==> config.mk <==
export PLATFORM = sky130hd
export DESIGN_NAME = btn_event_ctrl
export DESIGN_NICKNAME = d
export VERILOG_FILES = /design/src/rtl/btn_event_ctrl.sv
export SDC_FILE = /design/constraint.sdc
export NUM_CORES = 1
export LEC_CHECK = 0
export ABC_AREA = 0
export CORE_MARGIN = 10
export CORE_UTILIZATION = 59
export DETAILED_ROUTE_END_ITERATION = 16
export MAX_ROUTING_LAYER = met4
export PLACE_DENSITY = 0.9
export SLEW_MARGIN = 20
export SYNTH_ARGS = -nofsm -noshare
export SYNTH_HDL_FRONTEND = slang
export SYNTH_SLANG_ARGS = --single-unit
==> constraint.sdc <==
create_clock -name sys_clk -period 2.62 [get_ports sys_clk]
set_clock_uncertainty 0.05 [all_clocks]
set_input_delay 0.524 -clock sys_clk [delete_from_list [all_inputs] [get_ports sys_clk]]
set_output_delay 0.524 -clock sys_clk [all_outputs]
set_load 0.005 [all_outputs]
==> src/rtl/btn_event_ctrl.sv <==
// Purpose : turns a debounced button level into short/double/long press pulses
//           and steps a wrapping operating-mode register with them.
// Latency : pulses, mode and busy are registered on the edge that samples the
//           deciding button level. A short press waits out the double-press gap
//           when double-press detection is built in.
// Backpressure: none. The input is a level and the outputs are single-cycle
//           pulses, so there is nothing to stall.
//
// Optional feature: define BTN_EVENT_DOUBLE_EN to build the GAP/PRESS2 states
// and a live double_press output. Without it, a release in PRESS1 fires
// short_press at once, double_press is tied low, and mode never decrements.
//
// Ports:
//   sys_clk      in   system clock
//   rst_n        in   synchronous active-low reset
//   btn          in   debounced button level, already in the sys_clk domain
//   short_press  out  one-cycle pulse for a short press
//   double_press out  one-cycle pulse for a double press
//   long_press   out  one-cycle pulse for a long press
//   mode         out  current mode, 0..NUM_MODES-1
//   busy         out  high while the classifier is not idle
module btn_event_ctrl #(
  parameter int LONG_PRESS_COUNT = 12_000_000,
  parameter int DOUBLE_GAP_COUNT = 3_000_000,
  parameter int NUM_MODES        = 4,
  parameter bit BTN_ACTIVE_LOW   = 1'b0
) (
  input  logic                         sys_clk,
  input  logic                         rst_n,
  input  logic                         btn,
  output logic                         short_press,
  output logic                         double_press,
  output logic                         long_press,
  output logic [$clog2(NUM_MODES)-1:0] mode,
  output logic                         busy
);

  // ---------------------------------------------------------------------------
  // Derived sizes and terminal values
  // ---------------------------------------------------------------------------
  localparam int CNT_RANGE = (LONG_PRESS_COUNT > DOUBLE_GAP_COUNT) ?
                             LONG_PRESS_COUNT : DOUBLE_GAP_COUNT;
  localparam int CNT_W     = $clog2(CNT_RANGE);
  localparam int MODE_W    = $clog2(NUM_MODES);

  localparam logic [CNT_W-1:0]  CNT_SAT    = '1;
  localparam logic [CNT_W-1:0]  CNT_ONE    = CNT_W'(1);
  localparam logic [CNT_W-1:0]  LONG_TERM  = CNT_W'(LONG_PRESS_COUNT - 1);
  localparam logic [MODE_W-1:0] MODE_LAST  = MODE_W'(NUM_MODES - 1);
  localparam logic [MODE_W-1:0] MODE_ONE   = MODE_W'(1);
`ifdef BTN_EVENT_DOUBLE_EN
  localparam logic [CNT_W-1:0]  GAP_TERM   = CNT_W'(DOUBLE_GAP_COUNT - 1);
`endif

  // ---------------------------------------------------------------------------
  // State encoding
  // ---------------------------------------------------------------------------
`ifdef BTN_EVENT_DOUBLE_EN
  typedef enum logic [2:0] {
    IDLE   = 3'd0,
    PRESS1 = 3'd1,
    GAP    = 3'd2,
    PRESS2 = 3'd3,
    HOLD   = 3'd4
  } state_e;
`else
  typedef enum logic [1:0] {
    IDLE   = 2'd0,
    PRESS1 = 2'd1,
    HOLD   = 2'd2
  } state_e;
`endif

  // ---------------------------------------------------------------------------
  // Registers and their next-state values
  // ---------------------------------------------------------------------------
  state_e             state_q, state_d;
  logic [CNT_W-1:0]   cnt_q,   cnt_d;
  logic [MODE_W-1:0]  mode_q,  mode_d;
  logic               short_q, short_d;
  logic               long_q,  long_d;
  logic               busy_q,  busy_d;
`ifdef BTN_EVENT_DOUBLE_EN
  logic               double_q, double_d;
`endif

  logic               pressed;
  logic [CNT_W-1:0]   cnt_inc;

  // Normalise polarity once so the FSM only ever reasons about "pressed".
  assign pressed = BTN_ACTIVE_LOW ? ~btn : btn;

  // Saturating increment: the counter must never wrap back into a range that
  // could re-trigger a terminal compare.
  assign cnt_inc = (cnt_q == CNT_SAT) ? cnt_q : (cnt_q + CNT_ONE);

  // ---------------------------------------------------------------------------
  // Next-state, counter and pulse decode
  // ---------------------------------------------------------------------------
  always_comb begin
    state_d  = state_q;
    cnt_d    = cnt_q;
    short_d  = 1'b0;
    long_d   = 1'b0;
`ifdef BTN_EVENT_DOUBLE_EN
    double_d = 1'b0;
`endif

    case (state_q)
      IDLE: begin
        if (pressed) begin
          state_d = PRESS1;
        end
      end

      PRESS1: begin
        // Release is tested first so a release on the terminal cycle takes
        // the short path instead of firing long_press.
        if (!pressed) begin
`ifdef BTN_EVENT_DOUBLE_EN
          state_d = GAP;
`else
          short_d = 1'b1;
          state_d = IDLE;
`endif
        end else if (cnt_q == LONG_TERM) begin
          long_d  = 1'b1;
          state_d = HOLD;
        end else begin
          cnt_d = cnt_inc;
        end
      end

`ifdef BTN_EVENT_DOUBLE_EN
      GAP: begin
        // A press on the terminal cycle still counts as the second press.
        if (pressed) begin
          state_d = PRESS2;
        end else if (cnt_q == GAP_TERM) begin
          short_d = 1'b1;
          state_d = IDLE;
        end else begin
          cnt_d = cnt_inc;
        end
      end

      PRESS2: begin
        // Length of the second press is irrelevant; only its release matters.
        if (!pressed) begin
          double_d = 1'b1;
          state_d  = IDLE;
        end
      end
`endif

      HOLD: begin
        // The long press has already been reported; release is silent.
        if (!pressed) begin
          state_d = IDLE;
        end
      end

      default: begin
        state_d = IDLE;
      end
    endcase

    // Every state starts its own count from zero.
    if (state_d != state_q) begin
      cnt_d = '0;
    end
  end

  // ---------------------------------------------------------------------------
  // Mode sequencing, updated on the same edge that raises the pulse
  // ---------------------------------------------------------------------------
  always_comb begin
    mode_d = mode_q;
    if (long_d) begin
      mode_d = '0;
    end else if (short_d) begin
      mode_d = (mode_q == MODE_LAST) ? '0 : (mode_q + MODE_ONE);
    end
`ifdef BTN_EVENT_DOUBLE_EN
    else if (double_d) begin
      mode_d = (mode_q == '0) ? MODE_LAST : (mode_q - MODE_ONE);
    end
`endif
  end

  // busy is taken from the next state so that, once registered, it always
  // matches the state register without an extra cycle of lag.
  always_comb begin
    busy_d = (state_d != IDLE);
  end

  // ---------------------------------------------------------------------------
  // Registers
  // ---------------------------------------------------------------------------
  always_ff @(posedge sys_clk) begin
    if (!rst_n) begin
      state_q  <= IDLE;
      cnt_q    <= '0;
      mode_q   <= '0;
      short_q  <= 1'b0;
      long_q   <= 1'b0;
      busy_q   <= 1'b0;
`ifdef BTN_EVENT_DOUBLE_EN
      double_q <= 1'b0;
`endif
    end else begin
      state_q  <= state_d;
      cnt_q    <= cnt_d;
      mode_q   <= mode_d;
      short_q  <= short_d;
      long_q   <= long_d;
      busy_q   <= busy_d;
`ifdef BTN_EVENT_DOUBLE_EN
      double_q <= double_d;
`endif
    end
  end

  // ---------------------------------------------------------------------------
  // Outputs
  // ---------------------------------------------------------------------------
  assign short_press  = short_q;
  assign long_press   = long_q;
  assign mode         = mode_q;
  assign busy         = busy_q;
`ifdef BTN_EVENT_DOUBLE_EN
  assign double_press = double_q;
`else
  assign double_press = 1'b0;
`endif

endmodule

==> flow_summary_export.csv <==
group,metric,value,unit
global_route,antenna_found_initial,0,
drt,ant_nets,0,
setup_path,cp-end-kind,"flop",
cts,clock_latency,0.35,ns
power,peakVddDrop,0.4223,mV
setup_path,critPathRequiredTime,2.84,ns
setup_path,cp_max_fo,18,
setup_path,critical-path-slowest-cell,"or4_2",
timing,tns,0,ns
cts,numCtsBuffers,5,
timing,hold_viol,0,
setup_path,ff2ff_setup_slack,0.46,ns
drt,wirelength,3.829,mm
setup_path,crit_chain,"clkdlybuf4s50_1 > nand3b_1 > a21o_1 > or4_2 > a21oi_1",
floorplanning,start_util,0.6236,
drt,vias_per_cell,6.515,
floorplanning,top_level_ports,9,
cts,cts_tree,"yes",
cts,clk_pin_slew,0.09,ns
layout,nets,212,
place,gp_congestion,0.9709,
timing,holdWs,0.4578,ns
power,finalPower,987.3,µW
timing,setup_viol,0,
global_route,grt_first_pass_wirelength,6.796,mm
place,dpl.cell_count,231,
layout,design_area,1949,µm²
layout,final_cell_mix,"dfxtp_1, nor2_1, a21oi_1",
synth,ys_warn_count,0,
place,io_buffers,7,
synth,yosysSeqAreaShare,0.3548,
timing,clock.fmax,439.1,MHz
cts,clock_sinks,31,
place,post-place-ws,0.006462,ns
cts,cts-root-buf,"clkbuf_4",
synth,yosysTopAreaCell,"dfxtp_1",
floorplanning,die_y,74.45,µm
synth,syn_nets,200,
timing,min_period,2.277,ns
timing,fin_crit_sh,0.8691,
power,leakage,0.5797,nW
cts,post_cts_resized,0,
setup_path,slowest_delay,0.66,ns
layout,final_layout_size_suffix_gt1_frac,0.1442,
drt,vias,1557,
layout,nFillCells,223,
layout,regArea,620.6,µm²
floorplanning,dieArea,5543,µm²
floorplanning,die_w,74.45,µm
cts,cts_max_path_buffers,2,
setup_path,critPathArrivalTime,2.50,ns
layout,final_cell_count_no_fill,239,
synth,ys_seq_elements,31,
synth,synthArstFlopShare,0,
drt,wire_per_inst,16.02,µm
timing,slew_violations,0,
synth,synth_cell_types,50,
timing,worst_slack,0.3429,ns
synth,synth_edf_count,0,
global_route,grt_max_degree,21,
layout,layout_commonest_cell,"dfxtp_1",
drt,drt_iter0_markers,138,
job,maxCapViolCount,0,
global_route,grt-ovfl-total,0,
layout,n_antenna_cell,0,
global_route,track_usage,0.1597,
layout,final_util,0.6949,
synth,ys.flop_type,"dfxtp_1",
status,run_status,"finished, final reports clean",
cts,cts_max_level,2,
drt,remaining_drc_errors,0,
place,postPlaceCellArea,1848,µm²
power,power_density,506.5,nW/µm²
global_route,grt_pass1_vias,1485,
worst_hold_path,hold_path.class,"flop to flop",
synth,yosysTopAreaCellShare,0.3548,
setup_path,cp-start-kind,"input port",
floorplanning,rows,19,
synth,mappedNetlistArea,1749,µm²
synth,avgSynthCellArea,8.970,µm²
synth,synth.area.top_cells,"dfxtp_1, xnor2_1, a2111oi_4",
layout,multi_input_area,1047,µm²
layout,area_growth_syn_to_layout,11.44,%
floorplanning,core,2805,µm²
place,dpl.hpwl,2.887,mm
timing,rsz0062_at_grt,"false",
setup_path,path_class,"input port to flop",
synth,synth_cells,195,
drt,drt-pass1-iter-count,4,
cts,cts_setup_buffers,0,
cts,holdBufCountCts,0,
==> kinds of logic after synthesis <==
kind of cell             count (synthesis)  synth area share
AND/OR/NAND/NOR                         91            0.3255
AO/OA/AOI/OAI                           45            0.2017
flip-flops                              31            0.3548
buffers and inverters                   14           0.04649
XOR/XNOR                                11           0.05508
adder cells (fa/ha/maj)                  2           0.01430
other                                    1          0.002144
==> cells in the mapped netlist (4+ instances only) <==
| master | n |
|---|---|
| buf_2 | 5 |
| nor4_1 | 5 |
| inv_1 | 5 |
| a21oi_1 | 15 |
| nand2_1 | 12 |
| o21ai_0 | 6 |
| xnor2_1 | 10 |
| or4_1 | 7 |
| o31ai_1 | 8 |
| and2_1 | 4 |
| nor2_1 | 18 |
| nand4_1 | 8 |
| a211oi_1 | 4 |
| dfxtp_1 | 31 |
| nand3_1 | 9 |
==> flip-flops by register name, indices dropped and copies added, names as in the netlist <==
name,flops
busy,1
cnt_q,24
long_press,1
mode,2
short_press,1
state_q,2
==> where the power goes <==
| group | leakage [nW] | internal [mW] | switching (mW) | total [mW] |
|---|---|---|---|---|
| combinational | 0.277 | 0.0194 | 0.0264 | 0.0458 |
| sequential | 0.250 | 0.474 | 0.00362 | 0.478 |
| clock | 0.0525 | 0.298 | 0.166 | 0.463 |
==> per-layer routing <==
| layer | share of wire | wire length (µm) | global-route usage | vias up |
|---|---|---|---|---|
| met4 | 0.029 | 112 | 0.07983 | 0 |
| met5 | 0 | 0 | - | - |
| met1 | 0.42 | 1623 | 0.1830 | 737 |
| met2 | 0.47 | 1808 | 0.2440 | 53 |
| met3 | 0.074 | 284 | 0.05319 | 13 |
| li1 | - | - | - | 754 |
==> area by class of cell <==
| type | count | area share |
|---|---|---|
| clock buffers | 6 | 0.02118 |
| repair buffers | 14 | 0.06290 |
| well taps | 31 | 0.01990 |
| inverters | 5 | 0.009628 |
| flip-flops and latches | 31 | 0.3184 |
| multi-input cells | 150 | 0.5372 |
| clock inverters | 2 | 0.03081 |
==> critical path: cells and delay by family <==
family / cells / cell delay (ns)
compound gates: 2 / 0.53
buf+inv: 1 / 0.59
simple gates: 2 / 0.86
==> path summary, 6_finish.rpt <==
path	from	endpoint	cells past startpoint
setup / recovery	btn	cnt_q[2]	5
hold / removal	mode[0]	mode[0]	2
setup reg to reg	cnt_q[15]	cnt_q[11]	6
hold reg to reg	mode[0]	mode[0]	2
Power figures use the tool's default switching activity.
==> RTL edit, RTL diff (same settings) <==
`LONG_PRESS_COUNT`: 12_000_000 -> 24_000_000.
--- a/src/rtl/btn_event_ctrl.sv
+++ b/src/rtl/btn_event_ctrl.sv
@@ -21,5 +21,5 @@
 //   busy         out  high while the classifier is not idle
 module btn_event_ctrl #(
-  parameter int LONG_PRESS_COUNT = 12_000_000,
+  parameter int LONG_PRESS_COUNT = 24_000_000,
   parameter int DOUBLE_GAP_COUNT = 3_000_000,
   parameter int NUM_MODES        = 4,
Check against the original RTL: no difference found for any inputs over 10 cycles, from zero or initial values and one cycle with rst_n low; that may be too few to reach the edited logic, so the function may still have changed.
==> RTL edit against the original RTL <==
  * Highest routed layer unchanged
  * Final area down 11%
  * Total power is 9.0% lower
  * Clock power is 21% lower
  * Routed wire length shrank 14%
  * Synthesized area shrank 11%
  * Sequential cell count up 1
  * Utilization up 0.18 points
  * Setup slack lost 110 ps
==> RTL edit: results <==
[critical_path]
cpMaxStageDelayCell = "or4_1"
r2r_start = "cnt_q[0]$_SDFFE_PP0P_"
max_stage_delay_ps = 600
path_max_fanout = 9
worst-endpoint-arrival_ps = 2560
startpoint_type = "flip-flop"

[finish]
nNetsFinal = 195
largest_reg_flops = 25
layout.cells.non_filler = 221
drive_gt1_frac = 0.09948

[global_routing]
grt_pass1_vias = 1282
grt_use_met3 = 0.03719
grt_pass1_wl_mm = 5.595
grt.total_usage = 0.1335
grt_max_degree = 16

[route]
via_per_inst = 6.181
wirelength_mm = 3.309

[pwr]
p_leak_nw = 0.5663
ir_drop_mv = 0.4456

[synth]
avgSynthCellArea_sq_um = 8.787
ys_top_cells_by_count = "32 x dfxtp_1, 15 x a21oi_1, 15 x nor2_1, 13 x nand2_1, 11 x nand3_1"
synthesis.nets = 183
seq_area_frac_synth = 0.4096

[outcome]
outcome = "finished clean"

[placement]
place_area_sq_um = 1660
-- RTL edit: cell types whose count changed after synthesis, sizes merged, moves of 5 or more --
cell / before / now
xnor2: 10 / 3
xor2: 1 / 8
or3: 3 / 11
nor4: 7 / 2
-- RTL edit: cell families (layout without fill, tap and decap cells) --
| logic type | count (synthesis) | in the layout | synth area share |
|---|---|---|---|
| XOR/XNOR | 11 | 11 | 0.06160 |
| buffers and inverters | 8 | 21 | 0.02880 |
| AO/OA/AOI/OAI | 35 | 35 | 0.1328 |
| flip-flops | 32 | 32 | 0.4096 |
| AND/OR/NAND/NOR | 89 | 89 | 0.3488 |
| adder cells (fa/ha/maj) | 2 | 2 | 0.01600 |
| other | 1 | 1 | 0.002398 |
-- RTL edit: layout make-up --
type / instances / area [sq um]
multi-input cells: 138 / 883.3
fillers: 188 / 758.2
flip-flops and latches: 32 / 640.6
repair buffers: 10 / 92.59
clock buffers: 6 / 41.29
well taps: 30 / 37.54
clock inverters: 2 / 35.03
inverters: 3 / 11.26
-- RTL edit: path summary, 6_finish.rpt --
path	to	slack (ps)	depth (start not counted)
setup / recovery	cnt_q[4]$_SDFFE_PP0P_	240	7
hold / removal	cnt_q[1]$_SDFFE_PP0P_	440	2
setup reg to reg	cnt_q[4]$_SDFFE_PP0P_	240	7
hold reg to reg	cnt_q[1]$_SDFFE_PP0P_	440	2
-- RTL edit: metrics by stage --
step | setup slack (ps) | hold slack (ps)
2_1_floorplan | 444.4 | 398.8
3_3_place_gp | 230.9 | 407.5
3_5_place_dp | 112.4 | 434.3
4_1_cts | 90.27 | 448.2
5_1_grt | 85.04 | 467.3
6_report | 236.4 | 442.0
-- RTL edit: routing by layer --
layer,part of all wire,vias to the layer above,routed length [microns]
met2,0.47,52,1552
met1,0.44,626,1463
met5,0,-,0
met4,0.025,0,82
met3,0.063,9,210
li1,-,679,-
-- RTL edit: worst min-delay path: cells and delay by family, from the launching register on --
kind / cells / cell delay, ps
AO/OA/AOI/OAI: 1 / 60
AND/OR/NAND/NOR: 1 / 60
flip-flops: 1 / 340
-- RTL edit: power groups by stage --
stage / Sequential, W / Clock, W / Combinational (W)
4_1_cts: 0.000492 / 0.000372 / 0.0000390
2_1_floorplan: 0.000503 / 0 / 0.0000228
5_1_grt: 0.000493 / 0.000389 / 0.0000425
6_report: 0.000492 / 0.000367 / 0.0000390
3_3_place_gp: 0.000503 / 0 / 0.0000372
3_5_place_dp: 0.000504 / 0 / 0.0000387
